**config.mk**
```make
export PLATFORM = sky130hd
export DESIGN_NAME = int_controller_flat
export DESIGN_NICKNAME = d
export VERILOG_FILES = /design/src/rtl/intc_pkg.sv /design/src/rtl/int_controller_if.sv /design/src/rtl/intc_prio_enc.sv /design/src/rtl/int_controller.sv /design/src/flat_wrapper.sv
export SDC_FILE = /design/constraint.sdc
export NUM_CORES = 1
export LEC_CHECK = 0
export ABC_CLOCK_PERIOD_IN_PS = 1500
export CAP_MARGIN = 20
export CORE_MARGIN = 4
export CORE_UTILIZATION = 38
export CTS_CLUSTER_DIAMETER = 50
export DETAILED_ROUTE_END_ITERATION = 10
export MAX_ROUTING_LAYER = met4
export PLACE_DENSITY = 0.71
export SLEW_MARGIN = 20
export SYNTH_ARGS = -nofsm -noshare
export SYNTH_HDL_FRONTEND = slang
export SYNTH_SLANG_ARGS = --single-unit
```
**constraint.sdc**
```tcl
create_clock -name clk -period 1.5 [get_ports clk]
set_clock_uncertainty 0.1 [all_clocks]
set_input_delay 0.3 -clock clk [delete_from_list [all_inputs] [get_ports clk]]
set_output_delay 0.3 -clock clk [all_outputs]
set_load 0.02 [all_outputs]
```
**src/rtl/intc_pkg.sv**
```systemverilog
// Shared definitions for the interrupt controller: default sizes, the
// timer source index, FSM state encoding and the default request vector type.
package intc_pkg;

  localparam int NUM_SRC_DEF = 4;
  localparam int ID_W_DEF    = 2;
  localparam int TIMER_SRC   = 0;

  typedef enum logic [1:0] {
    IDLE    = 2'd0,
    REQ     = 2'd1,
    SERVICE = 2'd2
  } intc_state_t;

  typedef logic [NUM_SRC_DEF-1:0] intc_vec_t;

endpackage

```
**src/rtl/int_controller_if.sv**
```systemverilog
// Bus between the interrupt controller (slave) and the CPU / request sources
// (master): request lines, mask register access, irq handshake and debug state.
//
// Handshake: irq/irq_id are registered and held while a request is presented.
// The CPU accepts it with a 1-cycle int_ack pulse while irq=1; the controller
// drops irq and raises in_service on the next edge. The CPU ends the handler
// with a 1-cycle int_eret pulse while in_service=1. Pulses in any other state
// are ignored.
interface int_controller_if #(
  parameter int NUM_SRC = intc_pkg::NUM_SRC_DEF,
  parameter int ID_W    = intc_pkg::ID_W_DEF
);
  import intc_pkg::*;

  logic [NUM_SRC-1:0] src_in;
  logic               mask_we;
  logic [NUM_SRC-1:0] mask_wdata;
  logic [NUM_SRC-1:0] mask_out;
  logic [NUM_SRC-1:0] pending_out;
  logic               irq;
  logic [ID_W-1:0]    irq_id;
  logic               int_ack;
  logic               int_eret;
  logic               in_service;
  intc_state_t        dbg_state;

  modport master (
    output src_in, mask_we, mask_wdata, int_ack, int_eret,
    input  mask_out, pending_out, irq, irq_id, in_service, dbg_state
  );

  modport slave (
    input  src_in, mask_we, mask_wdata, int_ack, int_eret,
    output mask_out, pending_out, irq, irq_id, in_service, dbg_state
  );

endinterface

```
**src/rtl/intc_prio_enc.sv**
```systemverilog
// Combinational priority encoder: lowest set index wins (source 0 = timer).
module intc_prio_enc #(
  parameter int NUM_SRC = 4,
  parameter int ID_W    = 2
) (
  input  logic [NUM_SRC-1:0] eligible,
  output logic [ID_W-1:0]    win_id,
  output logic               any
);

  // Scan from the top down so the lowest set index is written last.
  always_comb begin
    win_id = '0;
    any    = |eligible;
    for (int i = NUM_SRC - 1; i >= 0; i--) begin
      if (eligible[i]) win_id = ID_W'(i);
    end
  end

endmodule

```
**src/rtl/int_controller.sv**
```systemverilog
// Interrupt controller: edge-captures request lines into pending bits, gates
// them with a CPU-writable mask, presents the highest-priority request to the
// CPU and runs the ack/eret handshake (no nesting).
// Optional feature macro: INTC_MISS_CNT_EN adds saturating per-source counters
// of requests that arrived while the same source was still pending.
module int_controller
  import intc_pkg::*;
#(
  parameter int                 NUM_SRC  = NUM_SRC_DEF,
  parameter int                 ID_W     = ID_W_DEF,
  parameter logic [NUM_SRC-1:0] MASK_RST = {NUM_SRC{1'b1}}
`ifdef INTC_MISS_CNT_EN
  ,
  parameter int                 MISS_W   = 8
`endif
) (
  input  logic                      clk,
  input  logic                      rst,
  int_controller_if.slave           bus
`ifdef INTC_MISS_CNT_EN
  ,
  output logic [NUM_SRC*MISS_W-1:0] miss_cnt
`endif
);

  intc_state_t        state_q, state_d;
  logic               irq_q, irq_d;
  logic [ID_W-1:0]    irq_id_q, irq_id_d;
  logic               in_service_q, in_service_d;
  logic [NUM_SRC-1:0] src_dly_q, src_dly_d;
  logic [NUM_SRC-1:0] pending_q, pending_d;
  logic [NUM_SRC-1:0] mask_q, mask_d;

  logic [NUM_SRC-1:0] rise_v;
  logic [NUM_SRC-1:0] clr_v;
  logic [NUM_SRC-1:0] eligible;
  logic [ID_W-1:0]    win_id;
  logic               any_elig;
  logic               ack_ok;

  intc_prio_enc #(.NUM_SRC(NUM_SRC), .ID_W(ID_W)) u_prio (
    .eligible(eligible),
    .win_id  (win_id),
    .any     (any_elig)
  );

  // Capture/mask datapath: rising edges set pending, an accepted ack clears
  // the presented bit (set wins on collision); the mask only gates arbitration.
  always_comb begin
    src_dly_d = bus.src_in;
    rise_v    = bus.src_in & ~src_dly_q;
    clr_v     = '0;
    for (int i = 0; i < NUM_SRC; i++) begin
      clr_v[i] = ack_ok && (irq_id_q == ID_W'(i));
    end
    pending_d = (pending_q & ~clr_v) | rise_v;
    mask_d    = bus.mask_we ? bus.mask_wdata : mask_q;
    eligible  = pending_q & mask_q;
  end

  // Request/service FSM; ack takes precedence over a request vanishing.
  always_comb begin
    state_d      = state_q;
    irq_d        = irq_q;
    irq_id_d     = irq_id_q;
    in_service_d = in_service_q;
    ack_ok       = 1'b0;
    case (state_q)
      IDLE: begin
        if (any_elig) begin
          state_d  = REQ;
          irq_d    = 1'b1;
          irq_id_d = win_id;
        end
      end
      REQ: begin
        if (bus.int_ack) begin
          ack_ok       = 1'b1;
          state_d      = SERVICE;
          irq_d        = 1'b0;
          in_service_d = 1'b1;
        end else if (!any_elig) begin
          state_d = IDLE;
          irq_d   = 1'b0;
        end else begin
          irq_id_d = win_id;
        end
      end
      SERVICE: begin
        if (bus.int_eret) begin
          state_d      = IDLE;
          in_service_d = 1'b0;
        end
      end
      default: begin
        state_d      = IDLE;
        irq_d        = 1'b0;
        in_service_d = 1'b0;
      end
    endcase
  end

  // State and datapath registers with asynchronous reset.
  always_ff @(posedge clk or posedge rst) begin
    if (rst) begin
      state_q      <= IDLE;
      irq_q        <= 1'b0;
      irq_id_q     <= '0;
      in_service_q <= 1'b0;
      src_dly_q    <= '0;
      pending_q    <= '0;
      mask_q       <= MASK_RST;
    end else begin
      state_q      <= state_d;
      irq_q        <= irq_d;
      irq_id_q     <= irq_id_d;
      in_service_q <= in_service_d;
      src_dly_q    <= src_dly_d;
      pending_q    <= pending_d;
      mask_q       <= mask_d;
    end
  end

  assign bus.mask_out    = mask_q;
  assign bus.pending_out = pending_q;
  assign bus.irq         = irq_q;
  assign bus.irq_id      = irq_id_q;
  assign bus.in_service  = in_service_q;
  assign bus.dbg_state   = state_q;

`ifdef INTC_MISS_CNT_EN
  logic [MISS_W-1:0] miss_q [NUM_SRC];
  logic [MISS_W-1:0] miss_d [NUM_SRC];

  // Count requests lost to an already-pending bit that is not being cleared.
  always_comb begin
    for (int i = 0; i < NUM_SRC; i++) begin
      miss_d[i] = miss_q[i];
      if (rise_v[i] && pending_q[i] && !clr_v[i] && (miss_q[i] != {MISS_W{1'b1}})) begin
        miss_d[i] = miss_q[i] + 1'b1;
      end
    end
  end

  // Miss counters are cleared only by reset.
  always_ff @(posedge clk or posedge rst) begin
    if (rst) begin
      for (int i = 0; i < NUM_SRC; i++) miss_q[i] <= '0;
    end else begin
      for (int i = 0; i < NUM_SRC; i++) miss_q[i] <= miss_d[i];
    end
  end

  for (genvar g = 0; g < NUM_SRC; g++) begin : g_miss_out
    assign miss_cnt[g*MISS_W +: MISS_W] = miss_q[g];
  end
`endif

endmodule

```
**src/flat_wrapper.sv**
```systemverilog
// flat-port wrapper written by rule: the top's interface ports become plain ports
module int_controller_flat import intc_pkg::*;
#(
  parameter int                 NUM_SRC  = NUM_SRC_DEF,
  parameter int                 ID_W     = ID_W_DEF,
  parameter logic [NUM_SRC-1:0] MASK_RST = {NUM_SRC{1'b1}}

)
  (clk, rst, bus_src_in, bus_mask_we, bus_mask_wdata, bus_int_ack, bus_int_eret, bus_mask_out, bus_pending_out, bus_irq, bus_irq_id, bus_in_service, bus_dbg_state);
  int_controller_if #(.NUM_SRC(NUM_SRC), .ID_W(ID_W)) bus_i ();
  input  logic clk;
  input  logic rst;
  input wire logic [$bits(bus_i.src_in)-1:0] bus_src_in;
  input wire logic [$bits(bus_i.mask_we)-1:0] bus_mask_we;
  input wire logic [$bits(bus_i.mask_wdata)-1:0] bus_mask_wdata;
  input wire logic [$bits(bus_i.int_ack)-1:0] bus_int_ack;
  input wire logic [$bits(bus_i.int_eret)-1:0] bus_int_eret;
  output wire logic [$bits(bus_i.mask_out)-1:0] bus_mask_out;
  output wire logic [$bits(bus_i.pending_out)-1:0] bus_pending_out;
  output wire logic [$bits(bus_i.irq)-1:0] bus_irq;
  output wire logic [$bits(bus_i.irq_id)-1:0] bus_irq_id;
  output wire logic [$bits(bus_i.in_service)-1:0] bus_in_service;
  output wire logic [$bits(bus_i.dbg_state)-1:0] bus_dbg_state;
  assign bus_i.src_in = bus_src_in;
  assign bus_i.mask_we = bus_mask_we;
  assign bus_i.mask_wdata = bus_mask_wdata;
  assign bus_i.int_ack = bus_int_ack;
  assign bus_i.int_eret = bus_int_eret;
  assign bus_mask_out = bus_i.mask_out;
  assign bus_pending_out = bus_i.pending_out;
  assign bus_irq = bus_i.irq;
  assign bus_irq_id = bus_i.irq_id;
  assign bus_in_service = bus_i.in_service;
  assign bus_dbg_state = bus_i.dbg_state;
  int_controller #(.NUM_SRC(NUM_SRC), .ID_W(ID_W), .MASK_RST(MASK_RST)) u_core (.clk(clk), .rst(rst), .bus(bus_i));
endmodule
```
# After elaboration in Yosys (flattened, before gate mapping)
# Index checks and enable logic that the tools add are counted.
[totals]
wordCells = 58
out_inout_bits = 14
reg_bits = 18
in_bits = 13
[classes]
n_reduce_logical = 12
n_bitwise = 8
mux = 21
n_eq_ne = 10
[op_table]
columns = ["op", "n"]
rows = [
  ["two-way mux 2 bit", 10],
  ["bitwise AND 4 bit", 3],
  ["AND reduction 3 bit", 3],
  ["inverter 4 bit", 2],
  ["two-way mux 1 bit", 7],
  ["== test 2 bit, second input constant", 3],
  ["!= test 2 bit, second input constant", 3],
  ["case mux 1 bit (3 select lines)", 2],
  ["case mux 2 bit (3 select lines)", 1],
  ["== test 2 x 1 -> 1 bit, second input constant", 2],
  ["logical AND 1 bit", 4],
  ["logical NOT 2 bit", 2],
  ["OR 4 bit", 1],
  ["case mux 2 bit (2 select lines)", 1],
  ["OR reduction 4 bit", 1],
  ["!= test 3 bit, second input constant", 1],
  ["!= test 2 x 1 -> 1 bit, second input constant", 1],
  ["inverter 1 bit", 2],
  ["AND reduction 2 bit", 1],
  ["nonzero test 2 bit", 1],
]

# Longest topological paths before layout
# Gate-level depths: netlist (run 1).
[depth]
ltp_word = 8
depth_mapped = 5
depth_no_buf = 4

# Cells and area by module
# From an unflattened synthesis (run 1), not the netlist that was laid out.
[unflattened]
hier_cells = 61
area_unflattened_um2 = 742.0
[modules_own_cells]
columns = ["mod", "area_per_inst_um2", "n_inst", "cells_each", "seq_area_each_um2"]
rows = [
  ["int_controller", 706.9, 1, 54, 455.4],
  ["intc_prio_enc", 35.0, 1, 7, 0.0],
]

# Worst setup path before layout (run 1)
# OpenSTA, ideal clock, no wires.
[synth_timing]
path_type = "register to register"
from = "reg u_core.mask_q[1] (netlist: u_core.bus.mask_out[1])"
to = "reg u_core.irq_id_q[0] (netlist: u_core.bus.irq_id[0])"
setup_time_ps = 128
path_slack_ps = -119
path_stages_with_launch = 5
synth_period_minus_slack_ps = 1619
arrival_ps = 1392
required_ps = 1272
path_buffers = 0
path_cell_list = "dfstp_2 -> a22oi_1 -> and3_1 -> nor3_4 -> mux2_1"
[synth_via]
elab_chain_cells = 6
elab_cells_between_ends = 7
cone_classes = "mux: 5; bitwise: 1; reduce/logical: 1"
[synth_lines]
columns = ["item", "line", "rtl"]
rows = [
  ["start, declared", "int_controller.sv:32", "logic [NUM_SRC-1:0] mask_q, mask_d;"],
  ["start signal, assigned", "int_controller.sv:120", "mask_q <= mask_d;"],
  ["bitwise AND 4 bit (*)", "int_controller.sv:58", "eligible = pending_q & mask_q;"],
  ["two-way mux 2 bit (2 in series)", "intc_prio_enc.sv:16", "if (eligible[i]) win_id = ID_W'(i);"],
  ["two-way mux 2 bit (*)", "int_controller.sv:70, int_controller.sv:82", ""],
  ["two-way mux 2 bit", "int_controller.sv:77", "if (bus.int_ack) begin"],
  ["case mux 2 bit (2 select lines) (*)", "int_controller.sv:68", "case (state_q)"],
  ["end signal, assigned", "int_controller.sv:116", "irq_id_q <= irq_id_d;"],
  ["end, declared", "int_controller.sv:28", "logic [ID_W-1:0] irq_id_q, irq_id_d;"],
]
# Every way passes the cells marked *; elsewhere a longest branch is shown, timed or not. The select of a mux whose other input is x is not followed.
# A chain may end at the register's enable or synchronous reset.

# Worst setup path in the final report (run 1)
# Ends and elaborated chain as after synthesis.

==> results by group, run 1 <==
Synthesis
  – Ys async rst share: 100%
  – Seq cells post-synth: 18
  – Mapped Area: 723 um^2
  – Synth Flop Type: dfrtp_1
  – Post-synthesis instance total: 56
  – Area leader, netlist: dfrtp_1
  – Synth warn: 0
  – Post-synth EDFFs: 0
  – Post-synth top area share: 48.4%
  – Average cell area after synthesis: 12.9 um^2
  – Syn Nets: 69
  – Netlist cell types: 22
  – Post-synthesis sequential area ratio: 63.0%
  – Area contributors post-synth: dfrtp_1 (48%), dfstp_2 (15%), mux2_2 (6.2%)

CTS
  – Setup Buffers After CTS: 0
  – Worst-path clk slew: 0.10 ns
  – CTS H-Tree Depth: 1
  – Total clock sinks: 18
  – CTS tree: built
  – CTS Hold Bufs: 0
  – Longest Clk Path Bufs: 2
  – Total CTS buffers: 3
  – Root buf cell: clkbuf_4
  – Clock latency at the later pin of the worst-skew pair: slightly below 0.3 ns

Power
  – Pwr dens: 1750 nW/um^2
  – Leakage: 0.473 nW
  – Worst IR Drop VDD: 1.15 mV
  – Power Total: about 1.8 mW

Routing
  – Met3 wire length: around 68 um
  – DRT iter0 DRCs: 8
  – Antenna Violating Nets Remaining: 0
  – Post-route DRC: 0
  – Pre-antenna DRT Iters: 4
  – DR WL/cell: roughly 14 um
  – Max Used Layer: met4
  – Via Count: 542
  – Drt via density: 4.71
  – Drt total wl: 1550 um
  – Met2 Wirelength: ~760 um
  – M1 WL: 673 um

Die
  – # IOs: 27
  – Rows: 15
  – Die area: 2670 um^2
  – Die width: approximately 52 um
  – Initial core utilization: about two fifths
  – Placeable Area: 1760 um^2
  – Die H: 51.6 um

Placement
  – Post-DP HPWL: 1260 um
  – RD Place Congestion: 0.739
  – Placed Instance Area: 1060 um^2
  – Port Buffers: 26
  – Place WS: -0.278 ns

Timing
  – Relative slew slack: 75.1%
  – Unrepaired setup endpoints after global routing: yes
  – Slew @ Worst Pin: 0.373 ns
  – Final period demand of the worst path: 1.52 ns
  – Tcrit/Tclk final: 102%
  – Final worst slack: -0.0243 ns
  – Final hold violations: 0
  – TNS Setup: -0.0243 ns
  – Final Max Slew Viols: 0
  – Fmax: 0.656 GHz
  – Final setup violation count: 1

Hold path
  – Hold WC Path Type: in2async

Setup path
  – Nature of the critical path endpoint: flop
  – CP max stage cell: dfstp_2
  – Kind of cell adding the most delay to the critical path: flip-flops
  – Type of origin of the critical path: flop
  – Crit Path Class: reg2reg
  – Worst path cell trace: a22oi_2, and3_4, nor3_4, mux2_4
  – Critical Path Fanout Max: 4
  – Data required, critical path: 1.59 ns
  – CP arrival: 1.61 ns
  – Max incr delay on CP: 0.57 ns
  – Buf+Inv Stages, Crit Path: 0

Layout
  – Post-route design area: 1040 um^2
  – Fin nets: around 100
  – Ant diodes: 0
  – Layout cells sized above 1: 34.4%
  – Layout fillers: between 150 and 200
  – Synth-to-Final Area Change: 44.5%
  – Commonest non-fill, non-tap cell in the layout: dfrtp_1
  – Final core utilization: 59.2%
  – Commonest cells after routing, fill and taps aside: dfrtp_1 (13), clkdlybuf4s50_1 (12), dlygate4sd2_1 (7), o21ai_0 (6), inv_1 (6)

Run status
  – Failing checks: negative setup slack
  – Outcome: finished, violations left

GRT
  – Gr ovfl total: 0
  – Total global-route track usage: 14.4%
  – First-pass GRT wire length: 2640 um
  – Largest net degree at the start of global routing: 11
  – Number of global-route vias before repair: 586
  – Initial antenna violation count: 0

Job
  – Max-cap violation count: 0
-- metrics by stage --
step / instances / hold slack, ns
final: 115 / 0.166
after global routing: 115 / 0.183
after CTS: 115 / 0.170
after detailed placement: 111 / 0.333
after global placement: 111 / 0.305
after floorplan: 56 / 0.136
-- cell usage after synthesis, types with 2 or more instances --
| cell | instances |
|---|---|
| a21o_2 | 2 |
| inv_1 | 6 |
| o21ai_0 | 6 |
| mux2_2 | 4 |
| nand2_1 | 3 |
| dfstp_2 | 4 |
| dfrtp_1 | 14 |
| a22o_1 | 2 |
| nand2b_1 | 2 |
-- registers in the layout (all words and copies together), names as in the netlist --
register	count
u_core.bus.mask_out	4
u_core.bus.pending_out	4
u_core.src_dly_q	4
u_core.bus.dbg_state	2
u_core.bus.irq_id	2
u_core.bus.in_service	1
u_core.bus.irq	1
-- final timing paths --
| path | start | slack, ns | endpoint | cells past startpoint |
|---|---|---|---|---|
| max | u_core.bus.mask_out[1] | -0.02 | u_core.bus.irq_id[0] | 4 |
| min | rst | 0.17 | u_core.bus.pending_out[1] | 2 |
| max reg2reg | u_core.bus.mask_out[1] | -0.02 | u_core.bus.irq_id[0] | 4 |
| min reg2reg | u_core.src_dly_q[1] | 0.33 | u_core.bus.pending_out[1] | 1 |
| max in group asynchronous | rst | 0.68 | u_core.bus.irq_id[1] | 3 |
| min in group clk | u_core.src_dly_q[1] | 0.33 | u_core.bus.pending_out[1] | 1 |
-- cell type report --
class / count / area, um^2 / share of cell area, %
clock buffer: 4 / 26.3 / 2.51
inverter: 6 / 22.5 / 2.16
multi-input combinational: 31 / 249 / 23.8
sequential: 18 / 457 / 43.7
tap: 25 / 31.3 / 2.99
timing repair buffer: 31 / 259 / 24.8
-- report_power, final --
part           switching, mW  internal [mW]  total (mW)
Combinational          0.411          0.395       0.806
Sequential             0.136          0.639       0.776
Clock                  0.141          0.103       0.244
-- repair_timing --
item | in CTS | in global routing
gates resized for setup | 27 | 5
endpoints found under the setup margin | 15 | 7
cloned | 0 | 0
-- kinds of logic after synthesis --
kind of cell / Yosys count / synth area share [%]
muxes: 5 / 7.78
and+or+nand+nor: 11 / 9.86
DFF: 18 / 63.0
buffers and inverters: 7 / 4.67
AOI/OAI and AO/OA: 15 / 14.7
-- layer usage --
| metal | vias up | GRT usage (%) |
|---|---|---|
| li1 | 261 | - |
| met1 | 258 | 17.3 |
| met2 | 17 | 21.4 |
| met3 | 6 | 3.15 |
| met4 | 0 | 10.5 |
| met5 | - | - |
(Power assumes the default switching activity.)
==> inputs of run 2 (changes only) <==
SKIP_CTS_REPAIR_TIMING = 1   (was unset)
SKIP_LAST_GASP = 1   (was unset)
==> results by group, run 2 (synthesis gave the netlist of run 1 again) <==
Setup path
  – Kind of cell adding the most delay to the critical path: flip-flops
  – CP max stage cell: dfstp_2
  – Nature of the critical path endpoint: flop
  – Crit Path Class: reg2reg
  – Type of origin of the critical path: flop
  – Critical path origin: u_core.bus.mask_out[1]
  – Critical Path Fanout Max: 4 (unchanged)
  – Buf+Inv Stages, Crit Path: 0 (unchanged)
  – Reg-to-Reg End: u_core.bus.irq_id[0]
  – Max incr delay on CP: 0.57 ns (about the same)
  – Worst path cell trace: a22oi_2, and3_4, nor3_4, mux2_4
  – Data required, critical path: 1.59 ns (about the same)
  – Worst R2R Setup Slack: -0.03 ns (about the same)
  – CP arrival: 1.61 ns (about the same)
  – Worst R2R Start: u_core.bus.mask_out[1]
  – Worst Reg-to-Reg Cells: 4 (unchanged)

Timing
  – Slew @ Worst Pin: 0.369 ns (-0.00391 ns)
  – Unrepaired setup endpoints after global routing: yes
  – Relative slew slack: 75.4% (+0.26 points)
  – Final Max Slew Viols: 0 (unchanged)
  – TNS Setup: -0.0277 ns (-0.00335 ns)
  – Final worst slack: -0.0277 ns (-0.00335 ns)
  – Final period demand of the worst path: 1.53 ns (+0.00335 ns)
  – Fmax: 0.655 GHz (-0.22%)
  – Final hold violations: 0 (unchanged)
  – Tcrit/Tclk final: 102% (+0.22 points)
  – Final setup violation count: 1 (unchanged)

Layout
  – Layout fillers: 172 (-3.9%)
  – Final core utilization: 62.6% (+3.3 points)
  – Commonest cells after routing, fill and taps aside: dfrtp_1 (13), clkdlybuf4s50_1 (12), dlymetal6s2s_1 (12), o21ai_0 (6), inv_1 (6)
  – Layout cells sized above 1: 30.0% (-4.4 points)
  – Fin nets: 104 (unchanged)
  – Synth-to-Final Area Change: 52.6%
  – Commonest non-fill, non-tap cell in the layout: dfrtp_1
  – Ant diodes: 0 (unchanged)

Power
  – Worst IR Drop VDD: 1.09 mV (-5.0%)
  – Leakage: 0.560 nW (+18%)
  – Pwr dens: 1720 nW/um^2 (-1.6%)

Hold path
  – Hold WC Path Type: in2async

CTS
  – Root buf cell: clkbuf_4
  – Clock latency at the later pin of the worst-skew pair: 0.29 ns (about the same)
  – Worst-path clk slew: 0.10 ns (about the same)
  – Total CTS buffers: 3 (unchanged)
  – Longest Clk Path Bufs: 2 (unchanged)
  – CTS tree: built
  – CTS H-Tree Depth: 1 (unchanged)
  – Total clock sinks: 18 (unchanged)

Run status
  – Outcome: finished, violations left
  – Failing checks: negative setup slack

Routing
  – Via Count: 546 (+0.74%)
  – Drt total wl: 1580 um (+1.8%)
  – Post-route DRC: 0 (unchanged)
  – DR WL/cell: 13.7 um (+1.8%)
  – Drt via density: 4.75 (+0.74%)
  – Pre-antenna DRT Iters: 4 (unchanged)
  – Antenna Violating Nets Remaining: 0 (unchanged)
  – DRT iter0 DRCs: 10 (+2)

Die
  – # IOs: 27 (unchanged)
  – Initial core utilization: 41.0% (unchanged)
  – Die width: 51.6 um (unchanged)
  – Die area: 2670 um^2 (unchanged)
  – Placeable Area: 1760 um^2 (unchanged)
  – Die H: 51.6 um (unchanged)
  – Rows: 15 (unchanged)

Job
  – Max-cap violation count: 0 (unchanged)

GRT
  – Largest net degree at the start of global routing: 11 (unchanged)
  – Total global-route track usage: 14.4% (unchanged)
  – Gr ovfl total: 0 (unchanged)
  – First-pass GRT wire length: 2640 um (unchanged)
  – Initial antenna violation count: 0 (unchanged)
  – Number of global-route vias before repair: 585 (-0.17%)

Placement
  – Post-DP HPWL: 1260 um (unchanged)
  – Port Buffers: 26 (unchanged)
  – RD Place Congestion: 0.739 (unchanged)
==> run 2: cell types whose count changed in the layout (fill, tap and decap cells not counted), sizes merged <==
cell / delta
buf: -4
dlygate4sd2: -7
clkdlybuf4s15: -1
dlymetal6s2s: +12
==> run 2: worst max-delay path by stage <==
stage / to / slack [ns] / depth (start not counted)
detailed placement: u_core.bus.irq_id[0] / -0.28 / 4
global route: u_core.bus.irq_id[0] / -0.08 / 4
global placement: u_core.bus.irq_id[0] / -0.22 / 4
CTS: bus_mask_out[0] / -0.38 / 1
finish: u_core.bus.irq_id[0] / -0.03 / 4
floorplan: u_core.bus.irq_id[0] / -0.04 / 4
==> run 2: power by group <==
part           leakage [nW]  switching [mW]  internal [mW]  total [mW]
registers             0.197           0.136          0.639       0.776
clock network        0.0150           0.141          0.103       0.244
logic                 0.348           0.411          0.468       0.879
==> run 2: final cells by class <==
class,instances,area [um^2],area share (%)
clock buffer,4,26.3,2.38
inverter,6,22.5,2.04
multi-input combinational,31,249,22.6
sequential,18,457,41.4
tap,25,31.3,2.83
timing repair buffer,31,318,28.8
==> run 2: per-stage QoR <==
| step | area [um^2] | worst slack (ns) | hold WS, ns | power [mW] | std cells |
|---|---|---|---|---|---|
| 4_1_cts | 1080 | -0.384 | 0.170 | 1.96 | 115 |
| 2_1_floorplan | 738 | -0.0426 | 0.136 | 1.27 | 56 |
| 6_report | 1100 | -0.0277 | 0.164 | 1.90 | 115 |
| 5_1_grt | 1100 | -0.0776 | 0.184 | 2.03 | 115 |
| 3_3_place_gp | 1060 | -0.221 | 0.305 | 1.68 | 111 |
| 3_5_place_dp | 1060 | -0.278 | 0.333 | 1.70 | 111 |
==> run 2: layer usage <==
layer	vias to the layer above	global-route usage, %	part of all wire (%)
met5	-	-	0
met1	259	17.2	42
met2	19	21.6	50
met4	0	10.5	3.2
li1	262	-	-
met3	6	3.15	4.9
